File: src/rtl/join_fork_sched_if.sv
// Handshake bundle for the join/fork token scheduler.
//   en      : fire enable (master -> slave)
//   i_tok   : token offer per place {z,y,x,w} (master -> slave)
//   tok_ack : place can take a token this cycle (slave -> master)
//   vld     : output slot holds a fired result {d,c,b,a} (slave -> master)
//   i_rdy   : consumer ready per output slot (master -> slave)
//   fire    : one-hot strobe of the transition fired at the last edge (slave -> master)
//   cnt     : packed place counters {z,y,x,w} (slave -> master)
//   busy    : any token held or any slot valid (slave -> master)
interface join_fork_sched_if #(
   parameter int unsigned CNT_W = 2
);
   logic               en;
   logic [3:0]         i_tok;
   logic [3:0]         tok_ack;
   logic [3:0]         vld;
   logic [3:0]         i_rdy;
   logic [3:0]         fire;
   logic [4*CNT_W-1:0] cnt;
   logic               busy;

   modport master (
      output en, i_tok, i_rdy,
      input  tok_ack, vld, fire, cnt, busy
   );

   modport slave (
      input  en, i_tok, i_rdy,
      output tok_ack, vld, fire, cnt, busy
   );
endinterface

File: src/rtl/join_fork_sched.sv
// Token scheduler for a four-place / four-transition join-fork net.
// Places w,x,y,z; transition a needs {w}, b {w,x}, c {w,x,y}, d {w,x,y,z}.
// Counts tokens per place, round-robin arbitrates the transitions (all share w,
// so at most one grant per cycle), consumes tokens on fire and holds each result
// in a valid/ready slot until the consumer takes it.
// Ports:
//   clk : rising-edge clock
//   rst : asynchronous active-high reset
//   bus : join_fork_sched_if slave modport (en, i_tok, tok_ack, vld, i_rdy, fire, cnt, busy)
module join_fork_sched #(
   parameter int unsigned CNT_W = 2
) (
   input logic               clk,
   input logic               rst,
   join_fork_sched_if.slave  bus
);

   localparam logic [CNT_W-1:0] CntMax = '1;
   localparam logic [CNT_W-1:0] CntOne = {{(CNT_W-1){1'b0}}, 1'b1};

   // Places required by each transition: a prefix of {w,x,y,z}.
   function automatic logic [3:0] need(input logic [1:0] t);
      logic [3:0] m;
      case (t)
         2'd0:    m = 4'b0001;
         2'd1:    m = 4'b0011;
         2'd2:    m = 4'b0111;
         default: m = 4'b1111;
      endcase
      return m;
   endfunction

   logic [CNT_W-1:0] cnt_q [4];
   logic [CNT_W-1:0] cnt_d [4];
   logic [3:0]       vld_q, vld_d;
   logic [3:0]       fire_q, fire_d;
   logic [1:0]       rr_q, rr_d;

   logic [3:0] nz;
   logic [3:0] ack;
   logic [3:0] enab;
   logic [3:0] accept;
   logic [3:0] consume;
   logic       gnt_vld;
   logic [1:0] gnt;
   logic [1:0] idx;

   always_comb begin
      nz      = '0;
      ack     = '0;
      enab    = '0;
      gnt_vld = 1'b0;
      gnt     = rr_q;
      idx     = rr_q;

      for (int k = 0; k < 4; k++) begin
         nz[k]  = (cnt_q[k] != '0);
         // Registered count only: a full place being drained still refuses.
         ack[k] = (cnt_q[k] != CntMax);
      end

      // Slot is free if empty or being drained this cycle.
      for (int t = 0; t < 4; t++) begin
         enab[t] = bus.en & (~vld_q[t] | bus.i_rdy[t]) & (&(nz | ~need(2'(t))));
      end

      // Round-robin search starting at rr, ascending modulo 4.
      for (int off = 0; off < 4; off++) begin
         idx = rr_q + 2'(off);
         if (!gnt_vld && enab[idx]) begin
            gnt_vld = 1'b1;
            gnt     = idx;
         end
      end
   end

   always_comb begin
      accept  = bus.i_tok & ack;
      consume = gnt_vld ? need(gnt) : 4'b0000;
      fire_d  = gnt_vld ? (4'b0001 << gnt) : 4'b0000;
      // Grant sets the slot (covers drain+refill); otherwise drain on ready.
      vld_d   = fire_d | (vld_q & ~bus.i_rdy);
      rr_d    = gnt_vld ? gnt + 2'd1 : rr_q;
      for (int k = 0; k < 4; k++) begin
         cnt_d[k] = cnt_q[k];
         case ({accept[k], consume[k]})
            2'b10:   cnt_d[k] = cnt_q[k] + CntOne;
            2'b01:   cnt_d[k] = cnt_q[k] - CntOne;
            default: cnt_d[k] = cnt_q[k];
         endcase
      end
   end

   always_ff @(posedge clk or posedge rst) begin
      if (rst) begin
         for (int k = 0; k < 4; k++) cnt_q[k] <= '0;
         vld_q  <= '0;
         fire_q <= '0;
         rr_q   <= '0;
      end else begin
         for (int k = 0; k < 4; k++) cnt_q[k] <= cnt_d[k];
         vld_q  <= vld_d;
         fire_q <= fire_d;
         rr_q   <= rr_d;
      end
   end

   for (genvar k = 0; k < 4; k++) begin : g_cnt
      assign bus.cnt[k*CNT_W +: CNT_W] = cnt_q[k];
   end

   assign bus.tok_ack = ack;
   assign bus.vld     = vld_q;
   assign bus.fire    = fire_q;
   assign bus.busy    = (|nz) | (|vld_q);

endmodule

File: src/flat_wrapper.sv
// flat-port wrapper written by rule: the top's interface ports become plain ports
module join_fork_sched_flat 
#(
   parameter int unsigned CNT_W = 2
)
  (clk, rst, bus_en, bus_i_tok, bus_i_rdy, bus_tok_ack, bus_vld, bus_fire, bus_cnt, bus_busy);
  join_fork_sched_if #(.CNT_W(CNT_W)) bus_i ();
  input logic clk;
  input logic rst;
  input wire logic [$bits(bus_i.en)-1:0] bus_en;
  input wire logic [$bits(bus_i.i_tok)-1:0] bus_i_tok;
  input wire logic [$bits(bus_i.i_rdy)-1:0] bus_i_rdy;
  output wire logic [$bits(bus_i.tok_ack)-1:0] bus_tok_ack;
  output wire logic [$bits(bus_i.vld)-1:0] bus_vld;
  output wire logic [$bits(bus_i.fire)-1:0] bus_fire;
  output wire logic [$bits(bus_i.cnt)-1:0] bus_cnt;
  output wire logic [$bits(bus_i.busy)-1:0] bus_busy;
  assign bus_i.en = bus_en;
  assign bus_i.i_tok = bus_i_tok;
  assign bus_i.i_rdy = bus_i_rdy;
  assign bus_tok_ack = bus_i.tok_ack;
  assign bus_vld = bus_i.vld;
  assign bus_fire = bus_i.fire;
  assign bus_cnt = bus_i.cnt;
  assign bus_busy = bus_i.busy;
  join_fork_sched #(.CNT_W(CNT_W)) u_core (.clk(clk), .rst(rst), .bus(bus_i));
endmodule
File: config.mk
export PLATFORM = sky130hd
export DESIGN_NAME = join_fork_sched_flat
export DESIGN_NICKNAME = d
export VERILOG_FILES = /design/src/rtl/join_fork_sched_if.sv /design/src/rtl/join_fork_sched.sv /design/src/flat_wrapper.sv
export SDC_FILE = /design/constraint.sdc
export NUM_CORES = 1
export LEC_CHECK = 0
export BUFFER_PORTS_ARGS = -buffer_cell sky130_fd_sc_hd__buf_4
export CAP_MARGIN = 30
export CELL_PAD_IN_SITES_DETAIL_PLACEMENT = 2
export CELL_PAD_IN_SITES_GLOBAL_PLACEMENT = 2
export CORE_AREA = 2 2 65 67
export DETAILED_ROUTE_END_ITERATION = 16
export DIE_AREA = 0 0 67 69
export HOLD_SLACK_MARGIN = 0.15
export PLACE_DENSITY_LB_ADDON = 0.15
export SLEW_MARGIN = 5
export SYNTH_ARGS = -nofsm -noshare
export SYNTH_HDL_FRONTEND = slang
export SYNTH_SLANG_ARGS = --single-unit
File: constraint.sdc
create_clock -name clk -period 3.15 [get_ports clk]
set_clock_uncertainty 0.15 [all_clocks]
set_input_delay 0.63 -clock clk [delete_from_list [all_inputs] [get_ports clk]]
set_output_delay 0.63 -clock clk [all_outputs]
set_load 0.01 [all_outputs]
==> impl_metrics.csv, run 1 <==
group,metric,value,unit
synth,syn_area,1130,µm²
detailed_routing,vias_per_cell,5.00,
synth,synthSimpleGateAreaFrac,22.6,%
pwr,cellPowerDensity,1230,nW/µm²
finish,fillers,456,
critical_path,worstPathRequired,3.19,ns
floorplanning,rows,23,
cts,cts_buffer_depth,2,
finish,ff_latch_area,450,µm²
synth,synthCells,118,
sta,tightest_slew,0.732,ns
grt,grt_pass1_vias,1181,
critical_path,path_class,"flip-flop to flip-flop",
critical_path,worst-path-max-fanout,5,
grt,grt_max_degree,19,
detailed_routing,route.detailed.drc,0,
grt,grt_pass1_wl,5.86,mm
sta,clock.fmax,347,MHz
synth,synthMuxAreaShare,0,%
floorplanning,start_util,29.0,%
synth,synth_area_leaders,"dfrtp_1, ha_1, xnor2_1",
cts,cts-htree-levels,1,
grt,grtUsageTotal,16.7,%
sta,relSlewSlack,51.2,%
finish,multi_input_area,651,µm²
floorplanning,dieArea,4620,µm²
run,maxCapViolCount,0,
cts,cts.clk_slew.worst_paths,0.08,ns
synth,synth_fa_ha_area_share,9.93,%
finish,utilization,37.9,%
synth,ys.flop_type,"dfrtp_1",
cts,postCtsHoldBufs,0,
sta,hold_viol,0,
sta,drv_slew,0,
floorplanning,core_area,3910,µm²
placed_design,portBuffers,31,
synth,yosysMostFrequentCell,"dfrtp_1",
grt,antenna_found_initial,0,
placed_design,pre_cts_ws,0.101,ns
floorplanning,ioPinCount,32,
synth,yosys-top-cells-count,"dfrtp_1, nand2_1, nor2_1",
critical_path,worst_setup_path_end_kind,"flip-flop",
detailed_routing,drt_iter0_drc,19,
pwr,total_power,0.00183,W
cts,root_buffer,"clkbuf_8",
cts,cts_tree,"yes",
pwr,leakage,0.717,nW
finish,area_delta_synth_final,30.9,%
sta,rsz0062_at_grt,"false",
critical_path,crit_arrival,2.92,ns
synth,synth_top_area_cell,"dfrtp_1",
synth,yosys_register_bits,18,
floorplanning,dieWidth,67,µm
synth,synth_warnings,0,
placed_design,gp_congestion,0.778,
critical_path,startpoint_type,"flip-flop",
synth,ys_types,35,
synth,yosysSeqAreaShare,39.7,%
cts,clkLatencyLatePin,0.27,ns
cts,cts_sinks,18,
finish,final_nets,173,
detailed_routing,vias,1009,
detailed_routing,first_pass_iters,4,
sta,fin_tns_setup,0,ns
synth,ys_async_sr_fraction,100,%
sta,setup_ws,0.269,ns
placed_design,hpwl,2.63,mm
floorplanning,die_h,69,µm
synth,synth_edf_count,0,
synth,syn_nets,138,
sta,min_period_over_period,91.5,%
worst_hold_path,hold_class,"input port to asynchronous set/reset pin",
pwr,ir_drop,0.000352,V
sta,setup_viol,0,
detailed_routing,wl_per_cell,17.1,µm
cts,cts_buffers,3,
detailed_routing,ant_nets,0,
sta,period_needed,2.88,ns
status,status,"complete, no violations",
synth,synth.avg_cell_area,9.61,µm²
synth,synth_compound_area_share,15.3,%
synth,yosysTopAreaCellShare,39.7,%
grt,overflow,0,
finish,drive_gt1_share,32.9,%
synth,synth_top_family_by_area,"simple AND/OR/NAND/NOR gates",
finish,antenna_cells,0,
synth,synthXorXnorAreaFrac,9.27,%
detailed_routing,drt_wl_total,3.46,mm
==> timing repair <==
| item | in CTS | in global routing |
|---|---|---|
| endpoints found under the hold margin | 0 | 0 |
| resized for setup | 0 | 1 |
| endpoints found under the setup margin | 0 | 1 |
| buffers inserted | 0 | 0 |
==> per-layer routing <==
layer | global-route usage (%) | routed length [µm] | vias to the layer above
met5 | 0 | 0 | -
met4 | 5.22 | 47 | 0
met3 | 2.61 | 104 | 5
met2 | 28.2 | 1810 | 20
met1 | 21.3 | 1500 | 518
li1 | - | - | 466
==> through the flow <==
step / instances / area, µm² / hold WS (ns)
after floorplan: 118 / 1130 / 0.391
after global placement: 198 / 1430 / 0.361
after detailed placement: 198 / 1430 / 0.377
after CTS: 202 / 1480 / 0.383
after global routing: 202 / 1480 / 0.397
final: 202 / 1480 / 0.332
==> kinds of logic after synthesis <==
kind of cell	count (synthesis)
flip-flops	18
XOR/XNOR	12
AND/OR/NAND/NOR	51
adder cells (fa/ha/maj)	9
AO/OA/AOI/OAI	20
buffers and inverters	8
==> placed cells by master, fill, tap and decap left out, types with 2 or more instances in the layout <==
cell type	synthesis	layout
clkbuf_8	0	4
nor2b_1	2	2
o211ai_1	2	2
nor3_1	5	5
buf_4	0	32
ha_1	9	9
inv_1	5	5
or2_4	2	2
nand2_1	16	16
a31oi_1	2	2
nor2_1	12	11
o21ai_0	5	5
xor2_1	4	4
dfrtp_1	18	18
and2_1	3	3
and2_4	2	2
or2_1	2	2
xnor2_1	8	8
nand2b_1	3	3
==> worst paths after layout <==
path	startpoint	end	slack, ns	cells past startpoint
max in group asynchronous	rst	u_core.bus.fire[0]$_DFF_PP0_	2.05	2
min	rst	u_core.bus.cnt[6]$_DFFE_PP0P_	0.33	2
min in group clk	u_core.bus.cnt[7]$_DFFE_PP0P_	u_core.bus.cnt[7]$_DFFE_PP0P_	0.38	1
min reg2reg	u_core.bus.cnt[7]$_DFFE_PP0P_	u_core.bus.cnt[7]$_DFFE_PP0P_	0.38	1
max	u_core.bus.cnt[6]$_DFFE_PP0P_	u_core.bus.cnt[5]$_DFFE_PP0P_	0.27	11
max reg2reg	u_core.bus.cnt[6]$_DFFE_PP0P_	u_core.bus.cnt[5]$_DFFE_PP0P_	0.27	11
==> power breakdown <==
part           internal [W]  switching, W  total [W]
sequential         0.000346      0.000164   0.000510
clock              0.000112     0.0000909   0.000202
combinational      0.000531      0.000584    0.00112
total              0.000988      0.000839    0.00183
==> critical path, cell delays in order, from the launching register on <==
cell and delay (ns):
dfrtp_1 0.45, or2_4 0.30, and2_1 0.21, and3_4 0.20, o31ai_2 0.26, o211ai_1 0.18, ha_1 0.24, nor2_1 0.14
nor2_1 0.07, ha_1 0.32, nor2_1 0.14, xor2_1 0.16
==> cell type report <==
type / instances / area share [%]
Clock buffer: 4 / 3.71
Tap cell: 50 / 4.22
Timing Repair Buffer: 32 / 16.2
Multi-Input combinational cell: 92 / 43.8
Sequential cell: 18 / 30.4
Inverter: 6 / 1.69
==> state kept, by name (all words and copies together) (netlist names) <==
signal and count:
u_core.bus.cnt 8, u_core.bus.vld 4, u_core.bus.fire 4, u_core.rr_q 2
Power figures use the tool's default switching activity.
==> run 2, diff against run 1 <==
--- a/config.mk
+++ b/config.mk
@@ -9,9 +9,9 @@
 export CAP_MARGIN = 30
 export CELL_PAD_IN_SITES_DETAIL_PLACEMENT = 2
 export CELL_PAD_IN_SITES_GLOBAL_PLACEMENT = 2
-export CORE_AREA = 2 2 65 67
+export CORE_AREA = 2 2 54 81
 export DETAILED_ROUTE_END_ITERATION = 16
-export DIE_AREA = 0 0 67 69
+export DIE_AREA = 0 0 56 83
 export HOLD_SLACK_MARGIN = 0.15
 export PLACE_DENSITY_LB_ADDON = 0.15
 export SLEW_MARGIN = 5
==> run 2 against run 1 <==
Against the previous run:
- setup slack gained 0.031 ns
- clock power hardly changed
- first-iteration DRC count rose by 110%
- largest power group unchanged
- non-clock buffer count is the same
- clock-buffer cell count stayed put
- register-to-register slack better by 0.03 ns
- global-route usage fell by 1.4 points
- core utilization fell by 0.26 points
- die area grew 0.54%
==> impl_metrics.csv, run 2 (synthesis gave the netlist of run 1 again) <==
group,metric,value,unit
floorplanning,rows,28,
floorplanning,dieArea,4650,µm²
pwr,total_power,0.00181,W
sta,min_period_over_period,90.5,%
detailed_routing,vias,1009,
finish,final_nets,173,
critical_path,crit_arrival,2.89,ns
pwr,switchingPower,0.000814,W
sta,drv_slew,0,
pwr,leakage,0.716,nW
grt,antenna_found_initial,0,
cts,clkLatencyLatePin,0.27,ns
grt,grt_pass1_vias,1121,
critical_path,worstPathRequired,3.19,ns
sta,period_needed,2.85,ns
detailed_routing,first_pass_iters,2,
pwr,p_clk_share,11.3,%
floorplanning,ioPinCount,32,
pwr,cellPowerDensity,1220,nW/µm²
run,maxCapViolCount,0,
sta,setup_viol,0,
placed_design,portBuffers,31,
critical_path,worstReg2RegStart,"u_core.bus.cnt[6]$_DFFE_PP0P_",
cts,cts_buffer_depth,2,
critical_path,r2r_cells,11,
grt,overflow,0,
grt,grtUsageTotal,15.2,%
critical_path,critical_path.cell_chain,"or2_4 > and2_1 > and3_4 > o31ai_2 > o211ai_1 > ha_1 > nand2_1 > inv_1 > ha_1 > nor2_1 > xor2_1",
sta,hold_viol,0,
status,status,"complete, no violations",
cts,root_buffer,"clkbuf_8",
detailed_routing,ant_nets,0,
floorplanning,die_h,83,µm
finish,mostFrequentLayoutCells,"buf_4, dfrtp_1, nand2_1, nor2_1, ha_1",
placed_design,hpwl,2.67,mm
critical_path,worst_setup_path_end_kind,"flip-flop",
critical_path,reg2reg_to,"u_core.bus.cnt[7]$_DFFE_PP0P_",
pwr,p_comb_share,61.2,%
floorplanning,core_area,3920,µm²
critical_path,crit_buf_inv,1,
pwr,p_sw_share,45.0,%
finish,drive_gt1_share,32.9,%
critical_path,worst-path-max-fanout,5,
pwr,p_int,0.000995,W
critical_path,path_class,"flip-flop to flip-flop",
pwr,seq_power_share,27.6,%
cts,cts_buffers,3,
cts,cts-htree-levels,1,
placed_design,gp_congestion,0.783,
sta,relSlewSlack,52.4,%
finish,area_delta_synth_final,30.4,%
sta,clock.fmax,351,MHz
critical_path,crit_path_top_delay_cell,"dfrtp_1",
cts,ctsResizeCount,0,
finish,fillers,454,
detailed_routing,route.detailed.drc,0,
grt,grt_max_degree,19,
detailed_routing,vias_per_cell,5.12,
critical_path,critPathMostFrequentCell,"ha_1",
worst_hold_path,hold_class,"input port to asynchronous set/reset pin",
finish,antenna_cells,0,
grt,grt_pass1_wl,5.60,mm
placed_design,pre_cts_ws,0.0257,ns
finish,largest_reg_flops,8,
sta,fin_tns_setup,0,ns
critical_path,cp_slowest_stage_delay,0.45,ns
critical_path,startpoint_type,"flip-flop",
sta,tightest_slew,0.713,ns
cts,post_cts_buffers,0,
floorplanning,dieWidth,56,µm
detailed_routing,wl_per_cell,16.6,µm
cts,cts_sinks,18,
cts,cts.clk_slew.worst_paths,0.08,ns
cts,cts_tree,"yes",
pwr,ir_drop,0.000415,V
finish,final_common_cell,"buf_4",
detailed_routing,drt_wl_total,3.28,mm
critical_path,reg2reg_slack,0.30,ns
critical_path,critPathTopFamily,"simple AND/OR/NAND/NOR gates",
floorplanning,start_util,28.9,%
sta,rsz0062_at_grt,"false",
cts,postCtsHoldBufs,0,
sta,setup_ws,0.300,ns
detailed_routing,drt_iter0_drc,40,
## run 2: power by group through the flow
stage / logic, W / registers [W] / clock network, W
5_1_grt: 0.00124 / 0.000527 / 0.000220
3_3_place_gp: 0.00108 / 0.000499 / 0
6_report: 0.00111 / 0.000499 / 0.000204
3_5_place_dp: 0.00112 / 0.000505 / 0
4_1_cts: 0.00113 / 0.000501 / 0.000208
2_1_floorplan: 0.000727 / 0.000489 / 0
## run 2: metal layers
layer	GRT usage, %	wire length (µm)	vias to the layer above
met1	16.0	1180	503
met2	29.1	1880	28
li1	-	-	468
met3	2.18	126	10
met4	6.28	91	0
met5	0	0	-
## run 2: worst max-delay path by stage
stage,startpoint,end,depth (start not counted)
4_1_cts,u_core.bus.cnt[4]$_DFFE_PP0P_,u_core.bus.cnt[7]$_DFFE_PP0P_,12
3_5_place_dp,bus_i_rdy[3],u_core.bus.cnt[7]$_DFFE_PP0P_,13
6_report,u_core.bus.cnt[6]$_DFFE_PP0P_,u_core.bus.cnt[7]$_DFFE_PP0P_,11
5_1_grt,u_core.bus.cnt[6]$_DFFE_PP0P_,u_core.bus.cnt[7]$_DFFE_PP0P_,11
3_3_place_gp,bus_i_rdy[3],u_core.bus.cnt[7]$_DFFE_PP0P_,12
2_1_floorplan,bus_i_rdy[3],u_core.bus.cnt[5]$_DFFE_PP0P_,11
## run 2: worst reg2reg max path, cell delays in order, from the launching register on
cell      delay (ns)
dfrtp_1         0.45
or2_4           0.30
and2_1          0.21
and3_4          0.20
o31ai_2         0.26
o211ai_1        0.18
ha_1            0.24
nand2_1         0.09
inv_1           0.06
ha_1            0.32
nor2_1          0.16
xor2_1          0.15
## run 2: metrics by stage
step                std cells  utilization [%]  area [µm²]  hold slack, ns
floorplan                 118                -        1130           0.391
global placement          193             36.2        1420           0.358
detailed placement        193             36.2        1420           0.367
CTS                       197             37.6        1480           0.370
global route              197             37.7        1480           0.408
finish                    197             37.7        1480           0.325
## run 2: area by class of cell
type                            count  area, µm²  area share, %
Clock buffer                        4       55.1           3.73
Timing Repair Buffer               32        240           16.3
Inverter                            6       25.0           1.69
Sequential cell                    18        450           30.5
Tap cell                           45       56.3           3.81
Multi-Input combinational cell     92        651           44.0
